File: config.mk
export PLATFORM = sky130hd
export DESIGN_NAME = voice_allocator
export DESIGN_NICKNAME = d
export VERILOG_FILES = /design/src/rtl/synth_pkg.sv /design/src/rtl/voice_candidate_cmp.sv /design/src/rtl/voice_allocator.sv
export SDC_FILE = /design/constraint.sdc
export NUM_CORES = 1
export LEC_CHECK = 0
export BUFFER_PORTS_ARGS = -buffer_cell sky130_fd_sc_hd__clkbuf_2
export CORE_AREA = 2 2 158 160
export DETAILED_ROUTE_END_ITERATION = 6
export DIE_AREA = 0 0 160 162
export GPL_TIMING_DRIVEN = 1
export PLACE_DENSITY_LB_ADDON = 0.15
export SYNTH_ARGS = -nofsm -noshare
export SYNTH_HDL_FRONTEND = slang
export SYNTH_SLANG_ARGS = --single-unit
File: constraint.sdc
create_clock -name clk -period 5.01 [get_ports clk]
set_clock_uncertainty 0.2 [all_clocks]
set_input_delay 1.503 -clock clk [delete_from_list [all_inputs] [get_ports clk]]
set_output_delay 1.503 -clock clk [all_outputs]
set_load 0.01 [all_outputs]
File: src/rtl/synth_pkg.sv
// Shared widths, FSM encoding and candidate class codes for the polyphony voice allocator.
package synth_pkg;

  localparam int unsigned NOTE_W = 7;
  localparam int unsigned VEL_W  = 7;

  typedef enum logic [1:0] {
    ST_IDLE   = 2'd0,
    ST_SCAN   = 2'd1,
    ST_COMMIT = 2'd2,
    ST_RETRIG = 2'd3
  } state_e;

  // Numeric order equals selection priority (higher code wins)
  typedef enum logic [2:0] {
    CLS_NONE  = 3'd0,
    CLS_STEAL = 3'd1,
    CLS_REL   = 3'd2,
    CLS_FREE  = 3'd3,
    CLS_SAME  = 3'd4
  } cls_e;

  // Releasing and stealable voices break ties by age; the others keep the lowest index
  function automatic logic cls_uses_age(input cls_e c);
    return (c == CLS_REL) || (c == CLS_STEAL);
  endfunction

endpackage

File: src/rtl/voice_candidate_cmp.sv
// Combinational best-candidate update: compares the running best against one scanned voice.
module voice_candidate_cmp
  import synth_pkg::*;
#(
  parameter int unsigned AGE_WIDTH = 8,
  parameter int unsigned IDX_W     = 3
) (
  input  cls_e                 i_best_cls,
  input  logic [AGE_WIDTH-1:0] i_best_age,
  input  logic [IDX_W-1:0]     i_best_idx,
  input  logic [NOTE_W-1:0]    i_evt_note,
  input  logic                 i_cand_gate,
  input  logic                 i_cand_active,
  input  logic [NOTE_W-1:0]    i_cand_note,
  input  logic [AGE_WIDTH-1:0] i_cand_age,
  input  logic [IDX_W-1:0]     i_cand_idx,
  output cls_e                 o_best_cls,
  output logic [AGE_WIDTH-1:0] o_best_age,
  output logic [IDX_W-1:0]     o_best_idx
);

  cls_e w_cand_cls;
  logic w_take;

  // Classify the scanned voice and keep whichever of best/candidate ranks higher
  always_comb begin
    w_cand_cls = CLS_STEAL;
    w_take     = 1'b0;
    o_best_cls = i_best_cls;
    o_best_age = i_best_age;
    o_best_idx = i_best_idx;

    if (i_cand_gate && (i_cand_note == i_evt_note)) begin
      w_cand_cls = CLS_SAME;
    end else if (!i_cand_gate && !i_cand_active) begin
      w_cand_cls = CLS_FREE;
    end else if (!i_cand_gate) begin
      w_cand_cls = CLS_REL;
    end

    if (w_cand_cls > i_best_cls) begin
      w_take = 1'b1;
    end else if ((w_cand_cls == i_best_cls) && cls_uses_age(w_cand_cls) &&
                 (i_cand_age > i_best_age)) begin
      w_take = 1'b1;
    end

    if (w_take) begin
      o_best_cls = w_cand_cls;
      o_best_age = i_cand_age;
      o_best_idx = i_cand_idx;
    end
  end

endmodule

File: src/rtl/voice_allocator.sv
// Polyphony scheduler: assigns note-on/note-off events to voices, steals when full and
// inserts a gate-low gap on retrigger/steal. Optional sustain pedal via SUSTAIN_PEDAL_EN.
module voice_allocator
  import synth_pkg::*;
#(
  parameter int unsigned NUM_VOICES    = 8,
  parameter int unsigned AGE_WIDTH     = 8,
  parameter int unsigned RETRIG_CYCLES = 2
) (
  input  logic                         clk,
  input  logic                         rst_n,
  input  logic                         evt_valid,
  output logic                         evt_ready,
  input  logic                         evt_note_on,
  input  logic [NOTE_W-1:0]            evt_note,
  input  logic [VEL_W-1:0]             evt_velocity,
  input  logic [NUM_VOICES-1:0]        voice_active,
`ifdef SUSTAIN_PEDAL_EN
  input  logic                         sustain_pedal,
`endif
  output logic [NUM_VOICES-1:0]        voice_gate,
  output logic [NOTE_W*NUM_VOICES-1:0] voice_note,
  output logic [VEL_W*NUM_VOICES-1:0]  voice_velocity,
  output logic                         steal_pulse
);

  localparam int unsigned IDX_W = (NUM_VOICES > 1) ? $clog2(NUM_VOICES) : 1;
  localparam int unsigned RT_W  = $clog2(RETRIG_CYCLES + 1);
  localparam logic [AGE_WIDTH-1:0] AGE_MAX = {AGE_WIDTH{1'b1}};

  state_e               r_state;
  logic [IDX_W-1:0]     r_scan_idx;
  cls_e                 r_best_cls;
  logic [AGE_WIDTH-1:0] r_best_age;
  logic [IDX_W-1:0]     r_best_idx;
  logic                 r_evt_on;
  logic [NOTE_W-1:0]    r_evt_note;
  logic [VEL_W-1:0]     r_evt_vel;
  logic [RT_W-1:0]      r_retrig_cnt;
  logic [AGE_WIDTH-1:0] r_age [NUM_VOICES];

  logic                 w_cand_gate;
  logic                 w_cand_active;
  logic [NOTE_W-1:0]    w_cand_note;
  logic [AGE_WIDTH-1:0] w_cand_age;
  cls_e                 w_new_cls;
  logic [AGE_WIDTH-1:0] w_new_age;
  logic [IDX_W-1:0]     w_new_idx;

`ifdef SUSTAIN_PEDAL_EN
  logic [NUM_VOICES-1:0] r_sustain;
  logic                  r_pedal_q;
  logic                  r_pedal_d2;
  logic                  w_pedal_fall;

  assign w_pedal_fall = r_pedal_d2 & ~r_pedal_q;
`endif

  // Mux out the fields of the voice currently being scanned
  always_comb begin
    w_cand_gate   = 1'b0;
    w_cand_active = 1'b0;
    w_cand_note   = '0;
    w_cand_age    = '0;
    for (int i = 0; i < NUM_VOICES; i++) begin
      if (IDX_W'(i) == r_scan_idx) begin
`ifdef SUSTAIN_PEDAL_EN
        w_cand_gate = voice_gate[i] | r_sustain[i];
`else
        w_cand_gate = voice_gate[i];
`endif
        w_cand_active = voice_active[i];
        w_cand_note   = voice_note[i*NOTE_W +: NOTE_W];
        w_cand_age    = r_age[i];
      end
    end
  end

  voice_candidate_cmp #(
    .AGE_WIDTH (AGE_WIDTH),
    .IDX_W     (IDX_W)
  ) u_cmp (
    .i_best_cls    (r_best_cls),
    .i_best_age    (r_best_age),
    .i_best_idx    (r_best_idx),
    .i_evt_note    (r_evt_note),
    .i_cand_gate   (w_cand_gate),
    .i_cand_active (w_cand_active),
    .i_cand_note   (w_cand_note),
    .i_cand_age    (w_cand_age),
    .i_cand_idx    (r_scan_idx),
    .o_best_cls    (w_new_cls),
    .o_best_age    (w_new_age),
    .o_best_idx    (w_new_idx)
  );

`ifdef SUSTAIN_PEDAL_EN
  // Two-stage pedal register; the falling edge is taken between the stages
  always_ff @(posedge clk) begin
    if (!rst_n) begin
      r_pedal_q  <= 1'b0;
      r_pedal_d2 <= 1'b0;
    end else begin
      r_pedal_q  <= sustain_pedal;
      r_pedal_d2 <= r_pedal_q;
    end
  end
`endif

  // Event FSM: accept, scan all voices, commit the decision, optional retrigger gap
  always_ff @(posedge clk) begin
    if (!rst_n) begin
      r_state        <= ST_IDLE;
      r_scan_idx     <= '0;
      r_best_cls     <= CLS_NONE;
      r_best_age     <= '0;
      r_best_idx     <= '0;
      r_evt_on       <= 1'b0;
      r_evt_note     <= '0;
      r_evt_vel      <= '0;
      r_retrig_cnt   <= '0;
      evt_ready      <= 1'b0;
      voice_gate     <= '0;
      voice_note     <= '0;
      voice_velocity <= '0;
      steal_pulse    <= 1'b0;
      for (int i = 0; i < NUM_VOICES; i++) r_age[i] <= '0;
`ifdef SUSTAIN_PEDAL_EN
      r_sustain      <= '0;
`endif
    end else begin
      steal_pulse <= 1'b0;

`ifdef SUSTAIN_PEDAL_EN
      // Pedal release drops every held voice; a same-cycle commit below takes precedence
      if (w_pedal_fall) begin
        voice_gate <= voice_gate & ~r_sustain;
        r_sustain  <= '0;
      end
`endif

      case (r_state)
        ST_IDLE: begin
          if (evt_valid && evt_ready) begin
            evt_ready  <= 1'b0;
            r_evt_on   <= evt_note_on && (evt_velocity != '0);
            r_evt_note <= evt_note;
            r_evt_vel  <= evt_velocity;
            r_scan_idx <= '0;
            r_best_cls <= CLS_NONE;
            r_best_age <= '0;
            r_best_idx <= '0;
            r_state    <= ST_SCAN;
          end else begin
            evt_ready <= 1'b1;
          end
        end

        ST_SCAN: begin
          r_best_cls <= w_new_cls;
          r_best_age <= w_new_age;
          r_best_idx <= w_new_idx;
          if (r_scan_idx == IDX_W'(NUM_VOICES - 1)) begin
            r_state <= ST_COMMIT;
          end else begin
            r_scan_idx <= r_scan_idx + IDX_W'(1);
          end
        end

        ST_COMMIT: begin
          if (r_evt_on) begin
            for (int i = 0; i < NUM_VOICES; i++) begin
              if (IDX_W'(i) == r_best_idx) begin
                r_age[i] <= '0;
                voice_note[i*NOTE_W +: NOTE_W]   <= r_evt_note;
                voice_velocity[i*VEL_W +: VEL_W] <= r_evt_vel;
`ifdef SUSTAIN_PEDAL_EN
                r_sustain[i] <= 1'b0;
`endif
                if ((r_best_cls == CLS_SAME) || (r_best_cls == CLS_STEAL)) begin
                  voice_gate[i] <= 1'b0;
                end else begin
                  voice_gate[i] <= 1'b1;
                end
              end else if (r_age[i] != AGE_MAX) begin
                r_age[i] <= r_age[i] + AGE_WIDTH'(1);
              end
            end
            if ((r_best_cls == CLS_SAME) || (r_best_cls == CLS_STEAL)) begin
              steal_pulse  <= (r_best_cls == CLS_STEAL);
              r_retrig_cnt <= RT_W'(RETRIG_CYCLES - 1);
              r_state      <= ST_RETRIG;
            end else begin
              evt_ready <= 1'b1;
              r_state   <= ST_IDLE;
            end
          end else begin
            // Note-off: only a gated voice holding the note qualifies; otherwise dropped
            if (r_best_cls == CLS_SAME) begin
              for (int i = 0; i < NUM_VOICES; i++) begin
                if (IDX_W'(i) == r_best_idx) begin
`ifdef SUSTAIN_PEDAL_EN
                  if (r_pedal_q) begin
                    r_sustain[i] <= 1'b1;
                  end else begin
                    voice_gate[i] <= 1'b0;
                  end
`else
                  voice_gate[i] <= 1'b0;
`endif
                end
              end
            end
            evt_ready <= 1'b1;
            r_state   <= ST_IDLE;
          end
        end

        ST_RETRIG: begin
          if (r_retrig_cnt == '0) begin
            for (int i = 0; i < NUM_VOICES; i++) begin
              if (IDX_W'(i) == r_best_idx) voice_gate[i] <= 1'b1;
            end
            evt_ready <= 1'b1;
            r_state   <= ST_IDLE;
          end else begin
            r_retrig_cnt <= r_retrig_cnt - RT_W'(1);
          end
        end

        default: r_state <= ST_IDLE;
      endcase
    end
  end

endmodule
# Yosys cells after proc, flatten, opt, wreduce, memory -nomap -nowiden

Memories as Yosys holds them, arrays and structs flattened.
Index checks and enable logic that the tools add are counted.

Bits in registers: 158
RAM bits: 64
Bits of input ports: 26
Logic and storage cells: 359
Memories kept: 1

Memory list:

| name  | words | bits a word | read ports | clocked after memory_dff | wr ports | RTL line              | text |
|---|---|---|---|---|---|---|---|
| r_age | 8     | 8           | 8          | 0                        | 8        | voice_allocator.sv:40 | `logic [AGE_WIDTH-1:0] r_age [NUM_VOICES];` |

Add/subtract/negate cells: 10
$lt $le $gt $ge: 2
Equal/unequal tests: 58
Multiplexer cells: 196
Bitwise operators: 16
Reduce and logical (&&, ||, !) cells: 41

Operator list:

| cell                | number |
|---|---|
| $mux 8              | 29 |
| $mux 1              | 136 |
| $add 8x1->8 const B | 8 |
| $ne 8x8->1 const B  | 8 |
| $mux 7              | 8 |
| $ne 2x2->1 const B  | 23 |
| $reduce_and 5->1    | 8 |
| $reduce_and 3->1    | 12 |
| $pmux 8 s2          | 2 |
| $eq 3x3->1 const A  | 8 |
| $mux 2              | 9 |
| $mux 3              | 6 |
| $pmux 3 s2          | 3 |
| $or 1x1->1          | 16 |
| $eq 2x3->1 const A  | 4 |
| $gt 8x8->1          | 1 |
| $pmux 2 s4          | 1 |
| $reduce_and 4->1    | 2 |
| $eq 7x7->1          | 1 |
| $reduce_bool 7->1   | 1 |
| $eq 1x3->1 const A  | 2 |
| $eq 3x1->1 const B  | 2 |
| $eq 3x3->1 const B  | 2 |
| $logic_and 1x1->1   | 6 |
| other kinds (18)    | 25 |

# Depth between registers and ports, before layout

Depth in word-level cells: 21
Gate-level depth with buffers: 20

# Modules after synthesis

A second synthesis with hierarchy kept.

Cells, all modules: 1,293
Area total of the unflattened synthesis: 11,518.5 um^2

By module, submodules not included:

| module              | times used | cells an instance | area an instance (um^2) |
|---|---|---|---|
| voice_allocator     | 1          | 1,219             | 10,845.4 |
| voice_candidate_cmp | 1          | 74                | 673.1 |

# Least setup slack after synthesis

OpenSTA, ideal clock, no wires.

Path type: input -> register
From: in voice_active[1]
To: reg r_best_age[2]
Library setup time: 0.072 ns
Arrival time: 3.669 ns
Path slack: 1.069 ns
Cell stages on the path: 13
Path buffers: 1
Cell sequence: a221oi_1 nor3_1 o32ai_1 inv_1 a21o_1 ha_1 nand3_1 nand2_1 a21oi_1 nor2_1 a21oi_4 buf_6 mux2i_1

Longest elaborated chain between the ends: 19
Elaborated cells on any way between the ends: 22

RTL lines:

| element                                         | RTL line                  | text |
|---|---|---|
| start: declaration                              | voice_allocator.sv:17     | `input logic [NUM_VOICES-1:0] voice_active,` |
| $mux 1 (*) (7 in a row)                         | voice_allocator.sv:66     | `if (IDX_W'(i) == r_scan_idx) begin` |
| $logic_not 1->1 (*)                             | voice_candidate_cmp.sv:35 | `end else if (!i_cand_gate && !i_cand_active) begin` |
| $logic_and 1x1->1 (*)                           | voice_candidate_cmp.sv:35 |  |
| $mux 3 (*)                                      | voice_candidate_cmp.sv:35 |  |
| $mux 3 (*)                                      | voice_candidate_cmp.sv:33 | `if (i_cand_gate && (i_cand_note == i_evt_note)) begin` |
| $eq 3x2->1 / $eq 3x1->1 (equally long branches) | synth_pkg.sv:25           | `return (c == CLS_REL) \|\| (c == CLS_STEAL);` |
| $logic_or 1x1->1                                | synth_pkg.sv:25           |  |
| $logic_and 1x1->1 (2 in a row)                  | voice_candidate_cmp.sv:43 | `end else if ((w_cand_cls == i_best_cls) && cls_uses_age(w_cand_cls) &&` |
| $mux 1                                          | voice_candidate_cmp.sv:43 |  |
| $mux 1 (*)                                      | voice_candidate_cmp.sv:41 | `if (w_cand_cls > i_best_cls) begin` |
| $ne 2x1->1 (no line) (*)                        | -                         |  |
| $reduce_and 3->1 (no line) (*)                  | -                         |  |
| end signal: assignment                          | voice_allocator.sv:161    | `r_best_age <= w_new_age;` |
| end: declaration                                | voice_allocator.sv:34     | `logic [AGE_WIDTH-1:0] r_best_age;` |

Mark *: on every way between the ends. The rest lies on a longest branch, timed or not.
A chain may end at the register's enable or synchronous reset.

# Final worst setup path

From: reg r_scan_idx[1]
To: reg r_best_age[6]

Longest elaborated chain between the ends: 21
Elaborated cells on any way between the ends: 62

RTL lines:

| element                                                         | RTL line               | text |
|---|---|---|
| start: declaration                                              | voice_allocator.sv:32  | `logic [IDX_W-1:0] r_scan_idx;` |
| start signal: assignment                                        | voice_allocator.sv:166 | `r_scan_idx <= r_scan_idx + IDX_W'(1);` |
| parallel branches: the longest is 21 deep, another holds $mux 7 | -                      |  |

Several ways; the timed one is not identified. The select of a mux whose other input is x is not followed.

==> reports/qor.log <==
qor: setup_path.critPathMostFrequentCell ha_1
qor: setup_path.crit_path_cell_trace inv_1 > ha_1 > buf_4 > nor2b_1 > o31ai_1 > a22oi_1 > o32a_1 > nor3_1 > and4_1 > a21o_1 > ha_1 > nand3_1 > nand2_1 > a21oi_1 > nor2_1 > a21oi_4 > mux2i_1
qor: worst_hold_path.holdCritStartpoint voice_velocity[25]
qor: timing.timing.max_slew.rel_slack 16.38%
qor: yosys.yosys.cell_types.count 62
qor: clock_network.cts_root_buffer clkbuf_16
qor: yosys.synth_cells 1325
qor: timing.layout_worst_path_cycle_share 92.86%
qor: timing.finalCriticalPeriod 4.652 ns
qor: global_routing.grt_use_met3 5.312%
qor: timing.achievable-frequency 0.2150 GHz
qor: global_routing.antenna_found_initial 0
qor: drt.drt_iter0_drc 786
qor: power.portion_of_total_power_attributed_to_sequential_cells 46.5%
qor: drt.remaining_drc_errors 7
qor: global_routing.top_usage_layer met2
qor: timing.rsz0062_at_grt no
qor: power.worst_ir_drop_vdd 310.8 uV
qor: setup_path.worst_case_reg_to_reg_path_depth 17
qor: drt.drt_pass1_iterations 7
qor: setup_path.timing.rr.start r_scan_idx[1]
qor: power.total_leakage_power 0.004714 uW
qor: setup_path.cp_data_arrival_time 4.91 ns
qor: drt.detailroute.via_count 9941
qor: setup_path.critical_path_data_required_time 5.26 ns
qor: setup_path.worst-path-buf-inv 2
qor: clock_network.post_cts.resized_instances 0
qor: floorplanning.starting_utilization_of_the_core_area 45.51%
qor: finish.antenna_cells_inserted 0
qor: clock_network.cts.sinks 222
qor: clock_network.clk-insertion-delay-late 0.53 ns
qor: yosys.async_flop_share 0%
qor: drt.routedWlPerCell 19.53 um
qor: global_routing.grt_pass1_wl 53.41 mm
qor: yosys.postSynthRegisterBits 222
qor: drt.detail_route.vias_per_cell 5.613
qor: status.violations DRC
qor: setup_path.critical_path_class flop to flop
qor: finish.n_fill_cell 2350
qor: global_routing.grt_overflow 0
qor: finish.final_net_count 1481
qor: floorplanning.placeableCoreArea 24110 sq um
qor: timing.hold-worst-slack 0.2538 ns
qor: yosys.synth_enable_flop_cells 64
qor: yosys.seq_area_frac_synth 46.36%
qor: floorplanning.fp.dieH 162 um
qor: yosys.synth_warnings 0
qor: global_routing.groute.usage.overall 26.16%
qor: clock_network.max-clock-path-buffers 3
qor: worst_hold_path.hold-path-cell-count 2
qor: setup_path.cp-startpoint r_scan_idx[1]
qor: place.count_of_port_buffers_added_during_placement 147
qor: setup_path.critPathMaxFanout 16
qor: finish.drive_above_1_share 15.13%
qor: floorplanning.num_rows 57
qor: finish.mostFrequentLayoutCells nand2_1 (341), dfxtp_1 (158), clkbuf_2 (147)
qor: clock_network.post_cts_hold_buffer_count 0
qor: timing.worst_pin_slew 1.250 ns
qor: yosys.area_share_of_the_largest_cell_type_after_synthesis 28.84%
qor: power.power.share.combinational 8.0%
qor: power.clkPwrFrac 45.5%
qor: timing.report.final.slew_viol_count 0
qor: yosys.post_synth.cell_area_avg 8.279 sq um
qor: setup_path.cp_slowest_stage_delay 0.56 ns
qor: timing.setup_total_negative_slack 0 ns
qor: setup_path.r2r_setup_slk 0.36 ns
qor: yosys.synth_top_cells_by_area dfxtp_1 (29%), edfxtp_1 (18%), nand2_1 (12%)
qor: global_routing.grtUsageMet1 34.69%
qor: yosys.post_synth_instance_area 10970 sq um
qor: power.post-layout-total-power 4165 uW
qor: global_routing.met2_track_demand_over_resource_in_global_routing 42.78%
qor: drt.finalWirelength 34.59 mm
qor: clock_network.tritoncts done
qor: drt.drtAntennaViolNets 0
qor: finish.layout-area-overhead-vs-synth 15.96%
qor: place.globalplace.congestion 0.9669
qor: setup_path.worstReg2RegEnd r_best_age[6]
qor: status.run_status finished with violations
qor: place.dp.cells 1726
qor: timing.finalSetupViolations 0
qor: flow_run.drv_cap 0
qor: finish.instances_no_fill 1771
qor: clock_network.htree_num_levels 1
qor: global_routing.first_global_vias 9248
qor: setup_path.cp-end-kind flop
qor: clock_network.path_clk_slew 0.06 ns
qor: setup_path.crit_path_start_kind flop
qor: clock_network.cts-buffers-inserted 25
qor: yosys.synth_top_flop_cell dfxtp_1
qor: clock_network.post-cts-setup-buffer-count 0
qor: yosys.synth_nets 1377
qor: power.switchingPower 1016 uW
qor: floorplanning.dieWidth 160 um
qor: finish.final_common_cell nand2_1
qor: worst_hold_path.min_to voice_velocity[25]
qor: floorplanning.io_pins 148
qor: worst_hold_path.hold_path_class flop to flop
qor: power.power.density_cell_area 327.5 nW/um^2
qor: timing.timing.final.hold_violations 0
qor: global_routing.maximum_number_of_pins_on_one_net_before_global_route_repair 94
qor: yosys.synth.largest_area_cell dfxtp_1
qor: power.netSwitchingFraction 24.40%
qor: floorplanning.die_area 25920 sq um
qor: power.design_internal_power 3149 uW
qor: setup_path.delay_heaviest_family_cp compound AO/OA/AOI/OAI gates
qor: place.detailed_place_hpwl 24.72 mm
qor: setup_path.critical-path-slowest-cell a21oi_4
==> cell usage after synthesis (3+ instances only) <==
master,instances
a21boi_0,41
a21o_1,4
a21oi_1,121
a221oi_1,15
a22oi_1,8
a311o_1,4
and2_0,5
and2_1,5
and3_1,13
buf_1,3
buf_2,13
buf_6,5
clkbuf_1,67
dfxtp_1,158
edfxtp_1,64
ha_1,26
inv_1,44
mux2i_1,19
nand2_1,341
nand2b_1,5
nand3_1,59
nand3b_1,3
nand4_1,10
nor2_1,98
nor2b_1,16
nor3_1,14
nor3b_1,11
nor4_1,3
o211ai_1,9
o21a_1,3
o21ai_0,18
o21ai_1,13
o22ai_1,11
o311ai_1,3
o31ai_1,6
o32ai_1,3
xnor2_1,17
xor2_1,34
==> worst max-delay path by stage <==
stage                                to  depth (start not counted)
final                     r_best_age[6]                         17
after global routing      r_best_age[6]                         16
after CTS                 r_best_age[6]                         17
after detailed placement  r_best_age[6]                         17
after global placement    r_best_idx[0]                         17
after floorplan           r_best_age[2]                         13
==> through the flow <==
stage	worst slack, ns	instance area, sq um	utilization [%]
after floorplan	1.069	10970	-
after CTS	0.4399	12720	52.77
final	0.3578	12720	52.77
after global placement	0.6052	11870	49.26
after detailed placement	0.4637	11870	49.26
after global routing	0.04997	12720	52.77
==> tightest hold or removal path: stages, from the launching register on <==
cell and delay, ns:
dfxtp_1 0.31, nand2_1 0.05, a21oi_1 0.05
==> area by class of cell <==
class                   instances  area (sq um)  area share, %
repair buffers                166         878.3          6.905
multi-input cells             969          5336          41.95
clock inverters                 7         88.84         0.6984
flip-flops and latches        222          5085          39.98
clock buffers                  38         757.0          5.951
well taps                     324         405.4          3.187
inverters                      45         168.9          1.328
==> power groups by stage <==
stage | clock (uW) | sequential, uW | combinational (uW)
2_1_floorplan | 0 | 1940 | 264
3_3_place_gp | 0 | 1980 | 325
3_5_place_dp | 0 | 1980 | 330
4_1_cts | 1920 | 1940 | 332
5_1_grt | 1980 | 1940 | 371
6_report | 1890 | 1940 | 333
==> metal layers <==
| metal | wire length (um) | share of wire [%] |
|---|---|---|
| met1 | 14880 | 43 |
| met2 | 16060 | 46 |
| met3 | 2537 | 7.3 |
| met4 | 1115 | 3.2 |
| met5 | 0 | 0 |
==> cell families after synthesis <==
group,Yosys count,synth area share [%]
muxes,20,1.836
adders and majority gates,26,2.966
DFF,222,46.36
AOI/OAI and AO/OA,281,16.54
and+or+nand+nor,591,23.12
xor gates and xnor gates,51,4.072
buffers and inverters,134,5.110
==> registers in the layout, summed over array words and instances (netlist names) <==
name	count
steal_pulse	1
r_evt_vel	7
evt_ready	1
voice_note	56
r_best_cls	3
r_evt_on	1
voice_gate	8
r_scan_idx	3
r_best_age	8
r_state	2
voice_velocity	56
r_age	64
r_evt_note	7
r_retrig_cnt	2
r_best_idx	3
No activity file was read; power rests on OpenSTA's default activity.
